==> src/rtl/alu_pkg.sv <==
// Shared definitions for the ALU issue stage: opcodes, flag bit positions,
// the buffered command format and the opcode legality check.
package alu_pkg;

  localparam int ALU_W = 4;

  localparam logic [2:0] OP_ADD = 3'b000;
  localparam logic [2:0] OP_SUB = 3'b001;
  localparam logic [2:0] OP_AND = 3'b010;
  localparam logic [2:0] OP_OR  = 3'b011;
  localparam logic [2:0] OP_SHL = 3'b100;
  localparam logic [2:0] OP_SHR = 3'b101;

  // Bit positions inside the 4-bit flag vector {carry, zero, negative, overflow}
  localparam int FLAG_C = 3;
  localparam int FLAG_Z = 2;
  localparam int FLAG_N = 1;
  localparam int FLAG_V = 0;

  typedef struct packed {
    logic [3:0] a;
    logic [3:0] b;
    logic [2:0] op;
    logic       use_acc;
  } alu_cmd_t;

  function automatic logic is_legal_op(input logic [2:0] op);
    return (op <= OP_SHR);
  endfunction

endpackage

==> src/rtl/alu_cmd_fifo.sv <==
// DEPTH-entry synchronous FIFO of ALU commands with registered occupancy.
// The head entry is visible combinationally whenever the FIFO is non-empty.
module alu_cmd_fifo
  import alu_pkg::*;
#(
  parameter int DEPTH = 4,
  localparam int AW = $clog2(DEPTH)
) (
  input  logic       clk,
  input  logic       rst_n,
  input  logic       push,
  input  alu_cmd_t   push_data,
  input  logic       pop,
  output alu_cmd_t   head,
  output logic [AW:0] level,
  output logic       full,
  output logic       empty
);

  alu_cmd_t        mem [DEPTH];
  logic [AW-1:0]   wr_ptr;
  logic [AW-1:0]   rd_ptr;
  logic            do_push;
  logic            do_pop;

  assign full    = (level == (AW+1)'(DEPTH));
  assign empty   = (level == '0);
  assign do_push = push && !full;
  assign do_pop  = pop && !empty;
  assign head    = mem[rd_ptr];

  // Pointers wrap naturally because DEPTH is a power of two.
  always_ff @(posedge clk or negedge rst_n) begin
    if (!rst_n) begin
      wr_ptr <= '0;
      rd_ptr <= '0;
      level  <= '0;
    end else begin
      if (do_push) wr_ptr <= wr_ptr + 1'b1;
      if (do_pop)  rd_ptr <= rd_ptr + 1'b1;
      case ({do_push, do_pop})
        2'b10:   level <= level + 1'b1;
        2'b01:   level <= level - 1'b1;
        default: level <= level;
      endcase
    end
  end

  always_ff @(posedge clk) begin
    if (do_push) mem[wr_ptr] <= push_data;
  end

endmodule

==> src/rtl/alu_issue_stage.sv <==
// Issue stage in front of the combinational ALU: buffers commands, drives one
// per cycle into the ALU and registers its result/flags on a valid/ready port.
module alu_issue_stage
  import alu_pkg::*;
#(
  parameter int DEPTH = 4,
  parameter int W     = 4
) (
  input  logic                     clk,
  input  logic                     rst_n,
  input  logic                     in_valid,
  output logic                     in_ready,
  input  logic [W-1:0]             in_a,
  input  logic [W-1:0]             in_b,
  input  logic [2:0]               in_op,
  input  logic                     in_use_acc,
  output logic [W-1:0]             alu_a,
  output logic [W-1:0]             alu_b,
  output logic [2:0]               alu_op,
  input  logic [W-1:0]             alu_result,
  input  logic                     alu_carry,
  input  logic                     alu_zero,
  input  logic                     alu_negative,
  input  logic                     alu_overflow,
  output logic                     out_valid,
  input  logic                     out_ready,
  output logic [W-1:0]             out_result,
  output logic [3:0]               out_flags,
  output logic                     out_err,
  output logic [3:0]               sticky_flags,
  input  logic                     sticky_clr,
  output logic [$clog2(DEPTH):0]   level
);

  alu_cmd_t   push_data;
  alu_cmd_t   head;
  logic       fifo_full;
  logic       fifo_empty;
  logic       issue;
  logic       head_legal;
  logic [W-1:0] acc;
  logic [W-1:0] cap_result;
  logic [3:0]   cap_flags;

  assign push_data = '{a: 4'(in_a), b: 4'(in_b), op: in_op, use_acc: in_use_acc};
  assign in_ready  = !fifo_full;
  assign issue     = !fifo_empty && (!out_valid || out_ready);

  alu_cmd_fifo #(.DEPTH(DEPTH)) u_fifo (
    .clk       (clk),
    .rst_n     (rst_n),
    .push      (in_valid && in_ready),
    .push_data (push_data),
    .pop       (issue),
    .head      (head),
    .level     (level),
    .full      (fifo_full),
    .empty     (fifo_empty)
  );

  always_comb begin
    alu_a  = '0;
    alu_b  = '0;
    alu_op = '0;
    if (!fifo_empty) begin
      alu_op = head.op;
      alu_b  = W'(head.b);
      alu_a  = head.use_acc ? acc : W'(head.a);
    end
  end

  // An illegal opcode leaves the ALU output undefined, so it is masked to zero
  // before it can reach the output register, the sticky flags or the accumulator.
  assign head_legal = is_legal_op(head.op);
  assign cap_result = head_legal ? alu_result : '0;
  assign cap_flags  = head_legal ? {alu_carry, alu_zero, alu_negative, alu_overflow} : 4'b0000;

  always_ff @(posedge clk or negedge rst_n) begin
    if (!rst_n) begin
      out_valid    <= 1'b0;
      out_result   <= '0;
      out_flags    <= '0;
      out_err      <= 1'b0;
      acc          <= '0;
      sticky_flags <= '0;
    end else if (issue) begin
      out_valid    <= 1'b1;
      out_result   <= cap_result;
      out_flags    <= cap_flags;
      out_err      <= !head_legal;
      sticky_flags <= (sticky_clr ? 4'b0000 : sticky_flags) | cap_flags;
      if (head_legal) acc <= alu_result;
    end else begin
      if (out_ready) out_valid <= 1'b0;
      if (sticky_clr) sticky_flags <= '0;
    end
  end

endmodule

==> config.mk <==
export PLATFORM = sky130hd
export DESIGN_NAME = alu_issue_stage
export DESIGN_NICKNAME = d
export VERILOG_FILES = /design/src/rtl/alu_pkg.sv /design/src/rtl/alu_cmd_fifo.sv /design/src/rtl/alu_issue_stage.sv
export SDC_FILE = /design/constraint.sdc
export NUM_CORES = 1
export LEC_CHECK = 0
export ABC_AREA = 1
export CORE_MARGIN = 2
export CORE_UTILIZATION = 40
export DETAILED_ROUTE_END_ITERATION = 16
export SYNTH_ARGS = -nofsm -noshare
export SYNTH_HDL_FRONTEND = slang
export SYNTH_SLANG_ARGS = --single-unit
==> constraint.sdc <==
create_clock -name clk -period 2.7 [get_ports clk]
set_clock_uncertainty 0.2 [all_clocks]
set_input_delay 0.54 -clock clk [delete_from_list [all_inputs] [get_ports clk]]
set_output_delay 0.54 -clock clk [all_outputs]
set_load 0.03 [all_outputs]
==> run_summary.xml <==
<?xml version="1.0" encoding="UTF-8"?>
<metrics>
  <group name="critical_path">
    <metric name="r2r_start" unit="">u_fifo.level[0]$_DFFE_PN0P_</metric>
    <metric name="worstPathBufferInverterCount" unit="">2</metric>
    <metric name="worst-setup-path-type" unit="">flop to output port</metric>
    <metric name="setup.worst_path.start" unit="">u_fifo.rd_ptr[0]$_DFFE_PN0P_</metric>
    <metric name="cp_slowest_cell" unit="">dfrtp_2</metric>
    <metric name="cp_slowest_stage_delay" unit="ps">470</metric>
    <metric name="crit_family" unit="">flip-flops</metric>
    <metric name="rr_worst_depth" unit="">9</metric>
    <metric name="critPathLaunchType" unit="">flop</metric>
    <metric name="cp_data_arrival_time" unit="ps">1820</metric>
    <metric name="required" unit="ps">1960</metric>
    <metric name="cp_common_cell" unit="">nor2_1</metric>
    <metric name="reg2reg_to" unit="">u_fifo.level[2]$_DFFE_PN0P_</metric>
    <metric name="crit_path_end_kind" unit="">output port</metric>
    <metric name="timing.critical_path.cells" unit="">buf_4 -&gt; nor2_1 -&gt; nor2_1 -&gt; o21ai_0 -&gt; o21ai_0 -&gt; nor2_1 -&gt; nor2_1 -&gt; buf_4</metric>
    <metric name="worst-path-max-fanout" unit="">14</metric>
    <metric name="ff2ff_setup_slack" unit="ps">490</metric>
  </group>
  <group name="place">
    <metric name="preCtsSetupSlack" unit="ps">108</metric>
    <metric name="dp_hpwl" unit="um">4170</metric>
    <metric name="port-buffer-count" unit="">53</metric>
    <metric name="placer_congestion_estimate" unit="">0.756</metric>
  </group>
  <group name="detailed_routing">
    <metric name="detailedRoute.firstIterationViolations" unit="">96</metric>
    <metric name="detailedRoute.firstPassIterationCount" unit="">4</metric>
    <metric name="routed_wirelength" unit="um">6150</metric>
    <metric name="postRouteAntennaNets" unit="">0</metric>
    <metric name="post_drt_via_cell_ratio" unit="">4.68</metric>
    <metric name="remaining_drc_errors" unit="">0</metric>
    <metric name="num_vias" unit="">2083</metric>
    <metric name="route.detailed.wl_per_inst" unit="um">13.8</metric>
  </group>
  <group name="yosys">
    <metric name="number_of_distinct_standard_cells_referenced_by_the_synthesized_netlist" unit="">22</metric>
    <metric name="post_synth_mux_area_share" unit="">0</metric>
    <metric name="syn_nets" unit="">305</metric>
    <metric name="syn-cell-area" unit="um^2">3060</metric>
    <metric name="synth_enable_flop_cells" unit="">48</metric>
    <metric name="synth_seq_area_share" unit="">0.675</metric>
    <metric name="synthesis.yosys.warnings" unit="">0</metric>
    <metric name="ys_seq_elements" unit="">73</metric>
    <metric name="async_flop_share" unit="">0.342</metric>
    <metric name="complex_gate_fraction_of_the_synthesized_area" unit="">0.0621</metric>
    <metric name="yosys.area_share.adder" unit="">0.0269</metric>
    <metric name="synthXorXnorAreaFrac" unit="">0.0114</metric>
    <metric name="synth_simple_gate_area_share" unit="">0.166</metric>
    <metric name="postSynthAreaPerCell" unit="um^2">11.2</metric>
    <metric name="synthCells" unit="">274</metric>
    <metric name="synth-main-ff-cell" unit="">edfxtp_1</metric>
    <metric name="synth_top_family_by_area" unit="">simple AND/OR/NAND/NOR gates</metric>
  </group>
  <group name="floorplanning">
    <metric name="cell_row_count" unit="">31</metric>
    <metric name="floorplan.initialDensity" unit="">0.418</metric>
    <metric name="top_level_ports" unit="">54</metric>
    <metric name="fp.dieH" unit="um">91.5</metric>
    <metric name="core_area" unit="um^2">7330</metric>
    <metric name="dieArea" unit="um^2">8380</metric>
    <metric name="fp.dieW" unit="um">91.5</metric>
  </group>
  <group name="clocking">
    <metric name="clock_tree_from_tritoncts" unit="">built</metric>
    <metric name="holdBufCountCts" unit="">0</metric>
    <metric name="htree_levels" unit="">3</metric>
    <metric name="clock_tree_buf_depth" unit="">2</metric>
    <metric name="cts_buffers" unit="">9</metric>
    <metric name="clk_latency" unit="ps">340</metric>
    <metric name="path_clk_slew" unit="ps">80</metric>
    <metric name="clk_root_buffer_cell" unit="">clkbuf_8</metric>
    <metric name="clock_sink_count" unit="">73</metric>
    <metric name="postCtsSetupRepairBufs" unit="">0</metric>
  </group>
  <group name="timing">
    <metric name="maximum_frequency_from_static_timing_analysis" unit="MHz">391</metric>
    <metric name="fin_crit_sh" unit="">0.947</metric>
    <metric name="max_slew_margin" unit="">0.776</metric>
    <metric name="final-setup-viol-count" unit="">0</metric>
    <metric name="finalSetupTns" unit="ps">0</metric>
    <metric name="timing.final.max_slew_violations" unit="">0</metric>
    <metric name="fin_crit" unit="ps">2560</metric>
    <metric name="smallest_setup_slack_after_layout" unit="ps">144</metric>
    <metric name="rsz0062_at_grt" unit="">false</metric>
    <metric name="worstMarginPinSlew" unit="ps">335</metric>
    <metric name="finalHoldViolCount" unit="">0</metric>
  </group>
  <group name="pwr">
    <metric name="total_power_divided_by_cell_area" unit="nW/um^2">1290</metric>
    <metric name="irDropWorstVdd" unit="uV">484</metric>
    <metric name="leakage" unit="nW">1.65</metric>
    <metric name="total_power" unit="mW">5.03</metric>
  </group>
  <group name="global_route">
    <metric name="grt_pass1_vias" unit="">2117</metric>
    <metric name="pin_count_of_the_biggest_net_entering_global_routing" unit="">26</metric>
    <metric name="grt_overflow_total" unit="">0</metric>
    <metric name="number_of_antenna_violations_at_the_first_check_in_global_routing" unit="">0</metric>
    <metric name="grt_first_pass_wirelength" unit="um">10400</metric>
    <metric name="total_global_route_track_usage" unit="">0.162</metric>
  </group>
  <group name="outcome">
    <metric name="run_status" unit="">finished, final reports clean</metric>
  </group>
  <group name="final_layout">
    <metric name="mostFrequentLayoutCells" unit="">48 x nand2_1, 48 x nor2_1, 48 x edfxtp_1</metric>
    <metric name="syn_to_final_growth" unit="%">27.6</metric>
    <metric name="num_antenna_cells" unit="">0</metric>
    <metric name="ratio_of_cells_with_drive_above_1_in_the_final_layout" unit="">0.150</metric>
    <metric name="post_layout_nets" unit="">372</metric>
  </group>
  <group name="hold_path">
    <metric name="hold_start" unit="">acc[3]$_DFFE_PN0P_</metric>
    <metric name="whs_endpoint" unit="">acc[3]$_DFFE_PN0P_</metric>
    <metric name="worstHoldPathCells" unit="">2</metric>
    <metric name="worst_hold_path_type" unit="">flop to flop</metric>
  </group>
  <group name="flow_run">
    <metric name="max_cap_violations" unit="">0</metric>
  </group>
</metrics>
[sequential cells by signal (all words and copies together) (netlist names)]
register,flops
acc,4
u_fifo.wr_ptr,2
out_flags,4
out_valid,1
out_result,4
u_fifo.level,3
u_fifo.mem,48
u_fifo.rd_ptr,2
out_err,1
sticky_flags,4
[layer usage]
metal	up-vias	part of all wire	track usage
met5	-	0	0
met4	0	0.020	0.0720
met3	11	0.047	0.0349
met2	48	0.49	0.269
met1	987	0.44	0.203
li1	1037	-	-
[through the flow]
stage	utilization	instance area (um^2)	cells	hold WS (ps)
global placement	0.505	3700	429	255
floorplan	-	3060	274	44.4
finish	0.534	3910	445	279
CTS	0.533	3910	445	280
detailed placement	0.505	3700	429	259
global route	0.534	3910	445	311
[cells by family after synthesis]
logic type | count (synthesis)
xor gates and xnor gates | 4
and+or+nand+nor | 119
buffers and inverters | 34
adders and majority gates | 6
AOI/OAI and AO/OA | 38
DFF | 73
[worst reg2reg max path, cell delays in order (launching register included)]
cell     delay (ps)
dfrtp_1         410
inv_1           140
nand3_1         120
nand2_2         170
ha_1            170
inv_1            60
fa_1            390
a21oi_1         160
o21ai_0         110
xor2_1          160
[synth_stat cells (3+ instances only)]
master | count | area, um^2
a21oi_1 | 9 | 45.0
dfrtp_1 | 25 | 626
nor2_1 | 48 | 180
nand3_1 | 14 | 70.1
nand2_1 | 48 | 180
o21ai_0 | 28 | 140
ha_1 | 5 | 62.6
nand2_2 | 4 | 25.0
buf_6 | 5 | 56.3
nand2_4 | 3 | 33.8
inv_1 | 21 | 78.8
inv_2 | 3 | 11.3
edfxtp_1 | 48 | 1440
xor2_1 | 3 | 26.3
[how the worst max path moves through the flow]
stage	slack [ps]	end	cells past startpoint
floorplan	220	u_fifo.level[2]$_DFFE_PN0P_	9
global placement	140	u_fifo.level[2]$_DFFE_PN0P_	11
detailed placement	110	u_fifo.level[2]$_DFFE_PN0P_	11
CTS	50	alu_a[3]	7
global route	2	alu_a[3]	8
finish	140	alu_a[3]	8
[final cells by class]
class,count,area [um^2]
Timing Repair Buffer,65,593
Sequential cell,73,2070
Fill cell,644,3420
Inverter,25,98.8
Multi-Input combinational cell,167,817
Clock inverter,7,85.1
Clock buffer,9,124
Tap cell,99,124
[report_power, final]
group / total (mW) / leakage [nW] / internal (mW) / switching (mW)
sequential: 1.71 / 0.741 / 1.53 / 0.175
combinational: 2.43 / 0.805 / 0.883 / 1.55
clock: 0.890 / 0.104 / 0.510 / 0.380
total: 5.03 / 1.65 / 2.93 / 2.10
[repair_timing]
action / 4_1_cts / 5_1_grt
setup endpoints to repair: 1 / 3
endpoints found under the hold margin: 0 / 0
gates resized for setup: 1 / 1
Note: power is estimated with default switching activity, not from simulation.
